==> config.mk <==
export PLATFORM = sky130hd
export DESIGN_NAME = grf_wport_arbiter
export DESIGN_NICKNAME = d
export VERILOG_FILES = /design/src/rtl/grf_wport_arbiter.sv
export SDC_FILE = /design/constraint.sdc
export NUM_CORES = 1
export LEC_CHECK = 0
export ABC_AREA = 0
export CORE_UTILIZATION = 45
export DETAILED_ROUTE_END_ITERATION = 7
export GPL_TIMING_DRIVEN = 0
export PLACE_DENSITY = 0.76
export SYNTH_ARGS = -nofsm -noshare
export SYNTH_HDL_FRONTEND = slang
export SYNTH_SLANG_ARGS = --single-unit
==> constraint.sdc <==
create_clock -name clk -period 3.61 [get_ports clk]
set_input_delay 0.361 -clock clk [delete_from_list [all_inputs] [get_ports clk]]
set_output_delay 0.361 -clock clk [all_outputs]
set_load 0.01 [all_outputs]
==> src/rtl/grf_wport_arbiter.sv <==
// Arbitrates the single GRF write port between the W stage and a small FIFO of
// pending mult/div results, with a starvation counter that forces MD progress.
module grf_wport_arbiter #(
  parameter int ADDR_W     = 5,
  parameter int DATA_W     = 32,
  parameter int DEPTH      = 2,
  parameter int STARVE_MAX = 3
) (
  input  logic                     clk,
  input  logic                     reset,
  input  logic                     wb_we,
  input  logic [ADDR_W-1:0]        wb_addr,
  input  logic [DATA_W-1:0]        wb_data,
  input  logic                     md_valid,
  input  logic [ADDR_W-1:0]        md_addr,
  input  logic [DATA_W-1:0]        md_data,
  output logic                     md_ready,
  output logic                     wb_stall,
  output logic                     addr_sel,
  output logic                     grf_we,
  output logic [ADDR_W-1:0]        grf_addr,
  output logic [DATA_W-1:0]        grf_data,
  output logic [$clog2(DEPTH):0]   pending_cnt
);

  localparam int PTR_W = $clog2(DEPTH);
  localparam int CNT_W = PTR_W + 1;
  localparam int ST_W  = (STARVE_MAX < 1) ? 1 : $clog2(STARVE_MAX + 1);

  logic [ADDR_W-1:0] fifo_addr [DEPTH];
  logic [DATA_W-1:0] fifo_data [DEPTH];
  logic [PTR_W-1:0]  rd_ptr;
  logic [PTR_W-1:0]  wr_ptr;
  logic [CNT_W-1:0]  count;
  logic [ST_W-1:0]   starve;

  logic ne;
  logic full;
  logic starve_hit;
  logic md_grant;
  logic push;
  logic store;
  logic pop;

  assign ne          = (count != '0);
  assign full        = (count == CNT_W'(DEPTH));
  assign starve_hit  = (starve == ST_W'(STARVE_MAX));
  assign md_ready    = !full;
  assign pending_cnt = count;

  // Writes to $0 complete the handshake but are dropped before the FIFO.
  assign push     = md_valid && md_ready;
  assign store    = push && (md_addr != '0);
  assign md_grant = !reset && ne && (!wb_we || starve_hit);
  assign pop      = md_grant;

  always_comb begin
    addr_sel = 1'b1;
    grf_we   = 1'b0;
    grf_addr = wb_addr;
    grf_data = wb_data;
    wb_stall = 1'b0;
    if (reset) begin
      addr_sel = 1'b1;
    end else if (md_grant) begin
      addr_sel = 1'b0;
      grf_we   = 1'b1;
      grf_addr = fifo_addr[rd_ptr];
      grf_data = fifo_data[rd_ptr];
      wb_stall = wb_we;
    end else if (wb_we) begin
      grf_we = (wb_addr != '0);
    end
  end

  always_ff @(posedge clk) begin
    if (store) begin
      fifo_addr[wr_ptr] <= md_addr;
      fifo_data[wr_ptr] <= md_data;
    end
  end

  always_ff @(posedge clk or posedge reset) begin
    if (reset) begin
      rd_ptr <= '0;
      wr_ptr <= '0;
      count  <= '0;
      starve <= '0;
    end else begin
      if (store) wr_ptr <= wr_ptr + PTR_W'(1);
      if (pop)   rd_ptr <= rd_ptr + PTR_W'(1);
      case ({store, pop})
        2'b10:   count <= count + CNT_W'(1);
        2'b01:   count <= count - CNT_W'(1);
        default: count <= count;
      endcase
      if (md_grant) begin
        starve <= '0;
      end else if (wb_we) begin
        if (!ne)              starve <= '0;
        else if (!starve_hit) starve <= starve + ST_W'(1);
      end
    end
  end

  always_ff @(posedge clk) begin
    if (!reset) begin
      assert (!(pop && !ne)) else $error("grf_wport_arbiter: pop while empty");
      assert (!(store && full)) else $error("grf_wport_arbiter: push while full");
    end
  end

endmodule

* After elaboration in Yosys (flattened, before gate mapping)
Memory sizes are Yosys's and may differ from the RTL's. Index checks and enable logic that the tools add are counted.
Word-level totals: bits in registers 6, latch bits 0, bits in writable memories 74, memory bits (read-only) 0, input bits 78, output and inout bits 43, word-level logic and storage cells 48, memories kept 2
Operators by class: $add $sub $neg 5, multipliers 0, div/mod/pow operators 0, order comparisons 0, eq/ne operators 5, shift operators 0, muxes and demuxes 18, bitwise operators 0, reduce and logical (&&, ||, !) cells 14
Memory list:
- fifo_data | words 2, width 32, read ports 1, clocked after Yosys merged registers in 0, write ports 1, line 31 | logic [DATA_W-1:0] fifo_data [DEPTH];
- fifo_addr | words 2, width 5, read ports 1, clocked after Yosys merged registers in 0, write ports 1, line 30 | logic [ADDR_W-1:0] fifo_addr [DEPTH];
Operators by type and width (number):
- 32-bit two-way mux | 2
- 5-bit two-way mux | 2
- 5-bit nonzero test | 2
- 1-bit two-way mux | 9
- 2-bit two-way mux | 4
- 2-bit == test (second input constant) | 3
- 2-bit nonzero test | 3
- 2-bit by 1-bit adder with 2-bit output (second input constant) | 2
- 1-bit logical AND | 4
- 2-bit case mux with 2 select lines | 1
- 1-bit logical NOT | 3
- 3-bit by 2-bit inequality test with 1-bit output (second input constant) | 1
- 1-bit adder (second input constant) | 2
- 2-bit by 1-bit == test with 1-bit output (second input constant) | 1
- 2-bit AND reduction | 1
- 2-bit by 1-bit subtractor with 2-bit output (second input constant) | 1
- 1-bit logical OR | 1

* Depth between registers and ports, before layout
Gate-level depths: netlist of run 1.
depth in word-level cells 6, mapped depth 9, gate-level depth less buffers 8

* Least setup slack after synthesis of run 1
OpenSTA, ideal clock, no wires.
path kind register to register, start point register count[0] (netlist: pending_cnt[0]), end point memory fifo_addr[0][0] (enable), setup time 0.431 ns, data arrival time 2.442 ns, data required time 3.179 ns, slack 0.737 ns, stages on the path, launching flop included 4, path buffers 0, period minus slack after synthesis 2.873 ns, cell sequence dfrtp_1 nand2b_1 o211ai_2 nor2_1
On the way: cells in the longest elaborated chain, start to end 6
RTL lines:
- start: declaration | line 34 | logic [CNT_W-1:0] count;
- start signal: assignment | line 93 | 2'b10: count <= count + CNT_W'(1);
- start signal: assignment | line 94 | 2'b01: count <= count - CNT_W'(1);
- start signal: assignment | line 95 | default: count <= count;
- 2-bit == test | line 46 | assign full = (count == CNT_W'(DEPTH));
- 1-bit logical NOT | line 48 | assign md_ready = !full;
- via md_ready | line 17 | output logic md_ready,
- 1-bit logical AND | line 52 | assign push = md_valid && md_ready;
- 1-bit logical AND | line 53 | assign store = push && (md_addr != '0);
- 1-bit two-way mux | line 77 | if (store) begin
- 1-bit two-way mux (implied by the code) | line 78 | fifo_addr[wr_ptr] <= md_addr;
- end: declaration | line 30
The timed path passes the listed nets, and every way through them passes these cells.

* Worst setup path after layout of run 1
start point register starve[0], end point output grf_data[22]
On the way: cells in the longest elaborated chain, start to end 5
RTL lines:
- start: declaration | line 35 | logic [ST_W-1:0] starve;
- start signal: assignment | line 101 | else if (!starve_hit) starve <= starve + ST_W'(1);
- 2-bit == test | line 47 | assign starve_hit = (starve == ST_W'(STARVE_MAX));
- 1-bit logical OR | line 54 | assign md_grant = !reset && ne && (!wb_we || starve_hit);
- 1-bit logical AND | line 54
- 32-bit two-way mux | line 65 | end else if (md_grant) begin
- 32-bit two-way mux | line 63 | if (reset) begin
- end: declaration | line 22 | output logic [DATA_W-1:0] grf_data,
Every way passes these cells.

==> results of run 1 <==
## cells by family after synthesis
group / count (synthesis) / share of synthesized area (%)
flip-flops: 80 / 67.09
multiplexers: 74 / 24.63
AND/OR/NAND/NOR: 15 / 2.442
buffers and inverters: 11 / 2.158
AO/OA/AOI/OAI: 6 / 1.734
XOR/XNOR: 5 / 1.238
adder cells (fa/ha/maj): 2 / 0.7076
## critical path: cells and delay by family (launching register included)
family	cells	cell delay [ps]
buf+inv	4	840
flops	1	410
simple gates	2	400
mux	1	290
fa+ha+maj	1	240
## registers in the layout, indices dropped and copies added (netlist names)
name / cells
fifo_data: 64
fifo_addr: 10
pending_cnt: 2
starve: 2
rd_ptr: 1
wr_ptr: 1
## layout by cell type, fill, tap and decap left out, drive strengths merged, types with 2 or more instances in the layout
| master | Yosys | layout |
|---|---|---|
| nand2 | 2 | 2 |
| ha | 2 | 2 |
| clkdlybuf4s50 | 0 | 120 |
| mux2 | 74 | 74 |
| edfxtp | 74 | 74 |
| clkbuf | 1 | 12 |
| inv | 3 | 3 |
| nor2 | 5 | 5 |
| nand2b | 2 | 2 |
| clkinvlp | 0 | 3 |
| buf | 7 | 9 |
| dfrtp | 6 | 6 |
| xnor2 | 4 | 4 |
## path summary, 6_finish.rpt
path | endpoint | slack [ps]
worst max-delay path | grf_data[22] | 710
worst min-delay path | rd_ptr | 320
worst max register to register | fifo_data[1][6] | 1640
worst min register to register | starve[1] | 500
max in group asynchronous | wr_ptr | 3070
min in group clk | starve[1] | 500
## power groups by stage
stage / logic [mW] / registers [mW] / clock network (mW)
final: 1.23 / 1.34 / 0.633
after detailed placement: 1.24 / 1.36 / 0
after global routing: 1.32 / 1.36 / 0.682
after floorplan: 0.720 / 1.35 / 0
after global placement: 1.17 / 1.37 / 0
after CTS: 1.25 / 1.34 / 0.647
## area by class of cell
type | instances | area, um2
Timing Repair Buffer | 122 | 1256
Sequential cell | 80 | 2372
Tap cell | 99 | 123.9
Clock buffer | 11 | 131.4
Fill cell | 526 | 2288
Buffer | 8 | 65.06
Clock inverter | 5 | 57.56
Multi-Input combinational cell | 102 | 1102
Inverter | 3 | 11.26
## metrics by stage
| step | setup WS [ps] | instances |
|---|---|---|
| 6_report | 709.6 | 430 |
| 5_1_grt | 605.6 | 430 |
| 4_1_cts | 694.5 | 430 |
| 3_5_place_dp | 856.9 | 414 |
| 3_3_place_gp | -559.4 | 412 |
| 2_1_floorplan | 736.9 | 193 |
## layer usage
metal / up-vias / wire [um] / GRT usage [%]
li1: 1016 / - / -
met1: 1022 / 2894 / 21.86
met2: 79 / 3337 / 27.40
met3: 9 / 391 / 3.956
met4: 0 / 84 / 8.065
met5: - / 0 / 0
==> qor.csv, run 1 <==
metric,value,unit
die area,0.008216,mm2
post-detailed-route count of antenna-violating nets,0,
DR DRC count,0,
"Distinct cells, synth",30,
GP Congestion,0.7279,
final hold slack,318.5,ps
layout cell share with drive strength beyond 1,31.72,%
CP max FO,10,
Initial DRC Count,71,
"area leader, netlist",edfxtp_1,
clock share of power,19.8,%
htree depth,3,
die extent in y,90.64,um
number of CTS-inserted buffers,9,
crit path cell chain,ha_1 > and2b_1 > nand2b_4 > inv_2 > buf_6 > buf_12 > mux2_4 > clkdlybuf4s50_1,
slowest library cell on the worst path,clkdlybuf4s50_1,
worst hold path class,in2async,
total negative setup slack,0,ps
Clock Skew,8.539,ps
Final Cell Area,0.005120,mm2
top-count cell post-synth,edfxtp_1,
via/cell ratio,4.944,
Main synth FF type,edfxtp_1,
# IOs,121,
number of enable flip-flop cells after synthesis,74,
Ant. Diodes,0,
Mapped Nets,273,
largest cells by area after synthesis,"edfxtp_1 (63%), mux2_2 (20%), dfrtp_1 (4.2%)",
status,finished clean,
commonest cells in the netlist,"edfxtp_1 (74), mux2_2 (64), mux2_4 (10)",
Flop pwr share,41.9,%
WP data arrival,2540,ps
Critical Path End Type,output pin,
Cell Int Power,2.299,mW
final hold vios,0,
maximum clock rate,344.8,MHz
clk_lat worst skew,340,ps
die span in x,90.64,um
cells after synthesis,193,
clk buf depth,2,
Finished Core Util,69.11,%
Max VDD drop,414.4,uV
initial cell density of the core,47.73,%
sequential-to-total area share from yosys stat,67.09,%
switching power,896.8,uW
clock sinks,80,
Crit Path Category,reg2out,
Synth top area share,62.85,%
Syn Std Cell Area,0.003536,mm2
Critical Path RT,3250,ps
Port Buffers,120,
CTS tree,yes,
# setup viols final,0,
relative slew slack,58.23,%
crit path launch type,flop,
Slew @ Worst Pin,625.0,ps
#FFs+latches synth,80,
max-slew violation count,0,
core area,0.007408,mm2
Leakage,1.804,nW
initial antenna violation count,0,
total power,3.196,mW
RSZ-0062 raised after global routing,false,
wire per inst,15.60,um
Max-Cap Viols,0,
remaining global-route overflow,0,
routed vias,2126,
largest net degree at the start of global routing,21,
post-synthesis async set-or-reset flop share,7.500,%
total iterations of the first detailed-routing run,4,
Post-DP Area,0.004931,mm2
setup repair bufs after CTS,0,
worst r2r src,pending_cnt[0],
syn_area_per_cell,18.32,um2
root buffer cell,clkbuf_8,
Max stage delay on crit path,500,ps
area delta synth->final,44.80,%
row count,31,
Layout Nets,406,
hold buffers post-CTS,0,
Reg2Reg Depth,4,
HPWL Detailed,4.634,mm
crit path from,starve[0],
post-cts resize count,0,
Ys Warns,0,
first-pass GRT wire length,10.55,mm
min Tclk post-route,2900,ps
Post-Route WL,6.707,mm
P per Cell Area,624.2,mW/mm2
Final period util,80.34,%
GRT Resource Usage Total,17.06,%
Comb power frac,38.3,%
Net Sw Frac,28.06,%
vias in the first global route,2142,
"CTS clk-pin slew, worst paths",80,ps
(Power assumes the default switching activity.)
==> run 2, diff against run 1 <==
==> constraint.sdc (replaced) <==
create_clock -name clk -period 2.72 [get_ports clk]
set_input_delay 0.272 -clock clk [delete_from_list [all_inputs] [get_ports clk]]
set_output_delay 0.272 -clock clk [all_outputs]
set_load 0.01 [all_outputs]
==> run 2 against run 1 <==
  * Worst setup slack worse by 630 ps
  * Utilization increased by 0.90 points
  * Clock power increased by 33%
  * First-iteration DRC count up 11%
  * Die area stayed put
  * Clock skew increased by 1.5 ps
  * Wire length is 1.7% higher
  * Design area up 1.3%
  * Sequential power is 33% higher
  * Critical path type unchanged
  * Largest power group unchanged
==> qor.csv, run 2 (synthesis results as in run 1) <==
metric,value,unit
Max stage delay on crit path,470,ps
wire per inst,15.87,um
worst path bufs/invs,3,
final worst-path setup slack,84.26,ps
worst hold path class,in2async,
pre-CTS WS,144.9,ps
die span in x,90.64,um
Top Metal Used,met4,
CTS tree,yes,
final std cells w/o fill,430,
Ant. Diodes,0,
Largest regs,"fifo_data: 64 flops, fifo_addr: 10 flops",
Final period util,96.90,%
slowest library cell on the worst path,clkdlybuf4s50_1,
Critical Path End Type,output pin,
total negative setup slack,0,ps
vias in the first global route,2138,
clk_lat worst skew,350,ps
total power,4.221,mW
Slew @ Worst Pin,634.7,ps
"CTS clk-pin slew, worst paths",80,ps
P per Cell Area,813.8,mW/mm2
fill count,515,
core area,0.007408,mm2
switching power,1.198,mW
setup repair bufs after CTS,0,
via/cell ratio,4.937,
RSZ-0062 raised after global routing,true,
min Tclk post-route,2636,ps
WL met2,3.419,mm
first-pass GRT wire length,10.56,mm
initial antenna violation count,0,
Clock Skew,10.01,ps
Cell Int Power,3.022,mW
crit path cell chain,ha_2 > and2b_1 > nand2b_4 > inv_4 > buf_12 > mux2_2 > clkdlybuf4s50_1,
status,finished clean,
# IOs,121,
initial cell density of the core,47.73,%
largest net degree at the start of global routing,21,
Net Sw Frac,28.39,%
HPWL Detailed,4.634,mm
Placed Cells,414,
die extent in y,90.64,um
# setup viols final,0,
post-detailed-route count of antenna-violating nets,0,
area delta synth->final,46.67,%
Post-Route WL,6.822,mm
htree depth,3,
clock sinks,80,
hold buffers post-CTS,0,
root buffer cell,clkbuf_8,
layout cell share with drive strength beyond 1,32.02,%
max-slew violation count,0,
routed vias,2123,
crit path launch type,flop,
total iterations of the first detailed-routing run,4,
max reg flops,64,
Port Buffers,120,
Layout Nets,406,
CP max FO,10,
maximum clock rate,379.4,MHz
Crit Path Category,reg2out,
relative slew slack,57.58,%
GRT Resource Usage Total,17.08,%
GP Congestion,0.7279,
post-cts resize count,11,
die area,0.008216,mm2
wl on met1,2.911,mm
final hold slack,224.4,ps
met3 wire len,375,um
Critical Path RT,2450,ps
Initial DRC Count,79,
Largest Register,fifo_data,
clk buf depth,2,
remaining global-route overflow,0,
Max-Cap Viols,0,
"commonest cells after routing, fill and taps aside","clkdlybuf4s50_1 (88), edfxtp_1 (74), mux2_2 (64)",
clock share of power,20.0,%
row count,31,
Flop pwr share,42.1,%
Leakage,2.015,nW
CP top delay family,buffers and inverters,
number of CTS-inserted buffers,9,
final hold vios,0,
"most common cell after layout, fill and taps aside",clkdlybuf4s50_1,
Comb power frac,37.9,%
DR DRC count,0,
WP data arrival,2360,ps
Max VDD drop,554.5,uV
## run 2: changes by cell type in the layout (fill, tap and decap cells not counted), moves of 2 or more
cell,change
dlymetal6s2s_1,+21
buf_4,-2
dlygate4sd2_1,+11
clkdlybuf4s50_1,-32
## run 2: per-stage QoR
step / area, um2 / util (%)
6_report: 5186 / 70.01
3_3_place_gp: 4861 / 65.61
3_5_place_dp: 4931 / 66.56
4_1_cts: 5106 / 68.92
5_1_grt: 5186 / 70.01
2_1_floorplan: 3536 / -
## run 2: area by class of cell
cell class,instances,area (um2),area share [%]
well taps,99,123.9,2.388
clock buffers,11,131.4,2.533
inverters,3,13.76,0.2654
flip-flops and latches,80,2372,45.74
plain buffers,8,87.58,1.689
multi-input cells,102,1105,21.30
clock inverters,5,57.56,1.110
repair buffers,122,1295,24.97
## run 2: routing by layer
layer,up-vias,track usage (%)
met3,12,3.956
met2,76,27.46
met1,1022,21.86
li1,1013,-
met5,-,0
met4,0,8.065
## run 2: worst paths after layout
kind | start | endpoint | slack, ps | depth (start not counted)
worst min-delay path | reset | rd_ptr | 220 | 2
max in group asynchronous | reset | wr_ptr | 2280 | 2
worst max-delay path | starve[0] | grf_data[1] | 80 | 7
min in group clk | md_data[3] | fifo_data[0][3] | 500 | 1
worst max register to register | pending_cnt[0] | fifo_data[0][2] | 740 | 4
worst min register to register | starve[1] | starve[1] | 510 | 1
## run 2: power by group through the flow
stage	logic, mW	clock network, mW	registers [mW]
finish	1.60	0.844	1.78
global route	1.72	0.905	1.80
CTS	1.63	0.858	1.78
detailed placement	1.65	0	1.81
global placement	1.56	0	1.81
floorplan	0.955	0	1.80
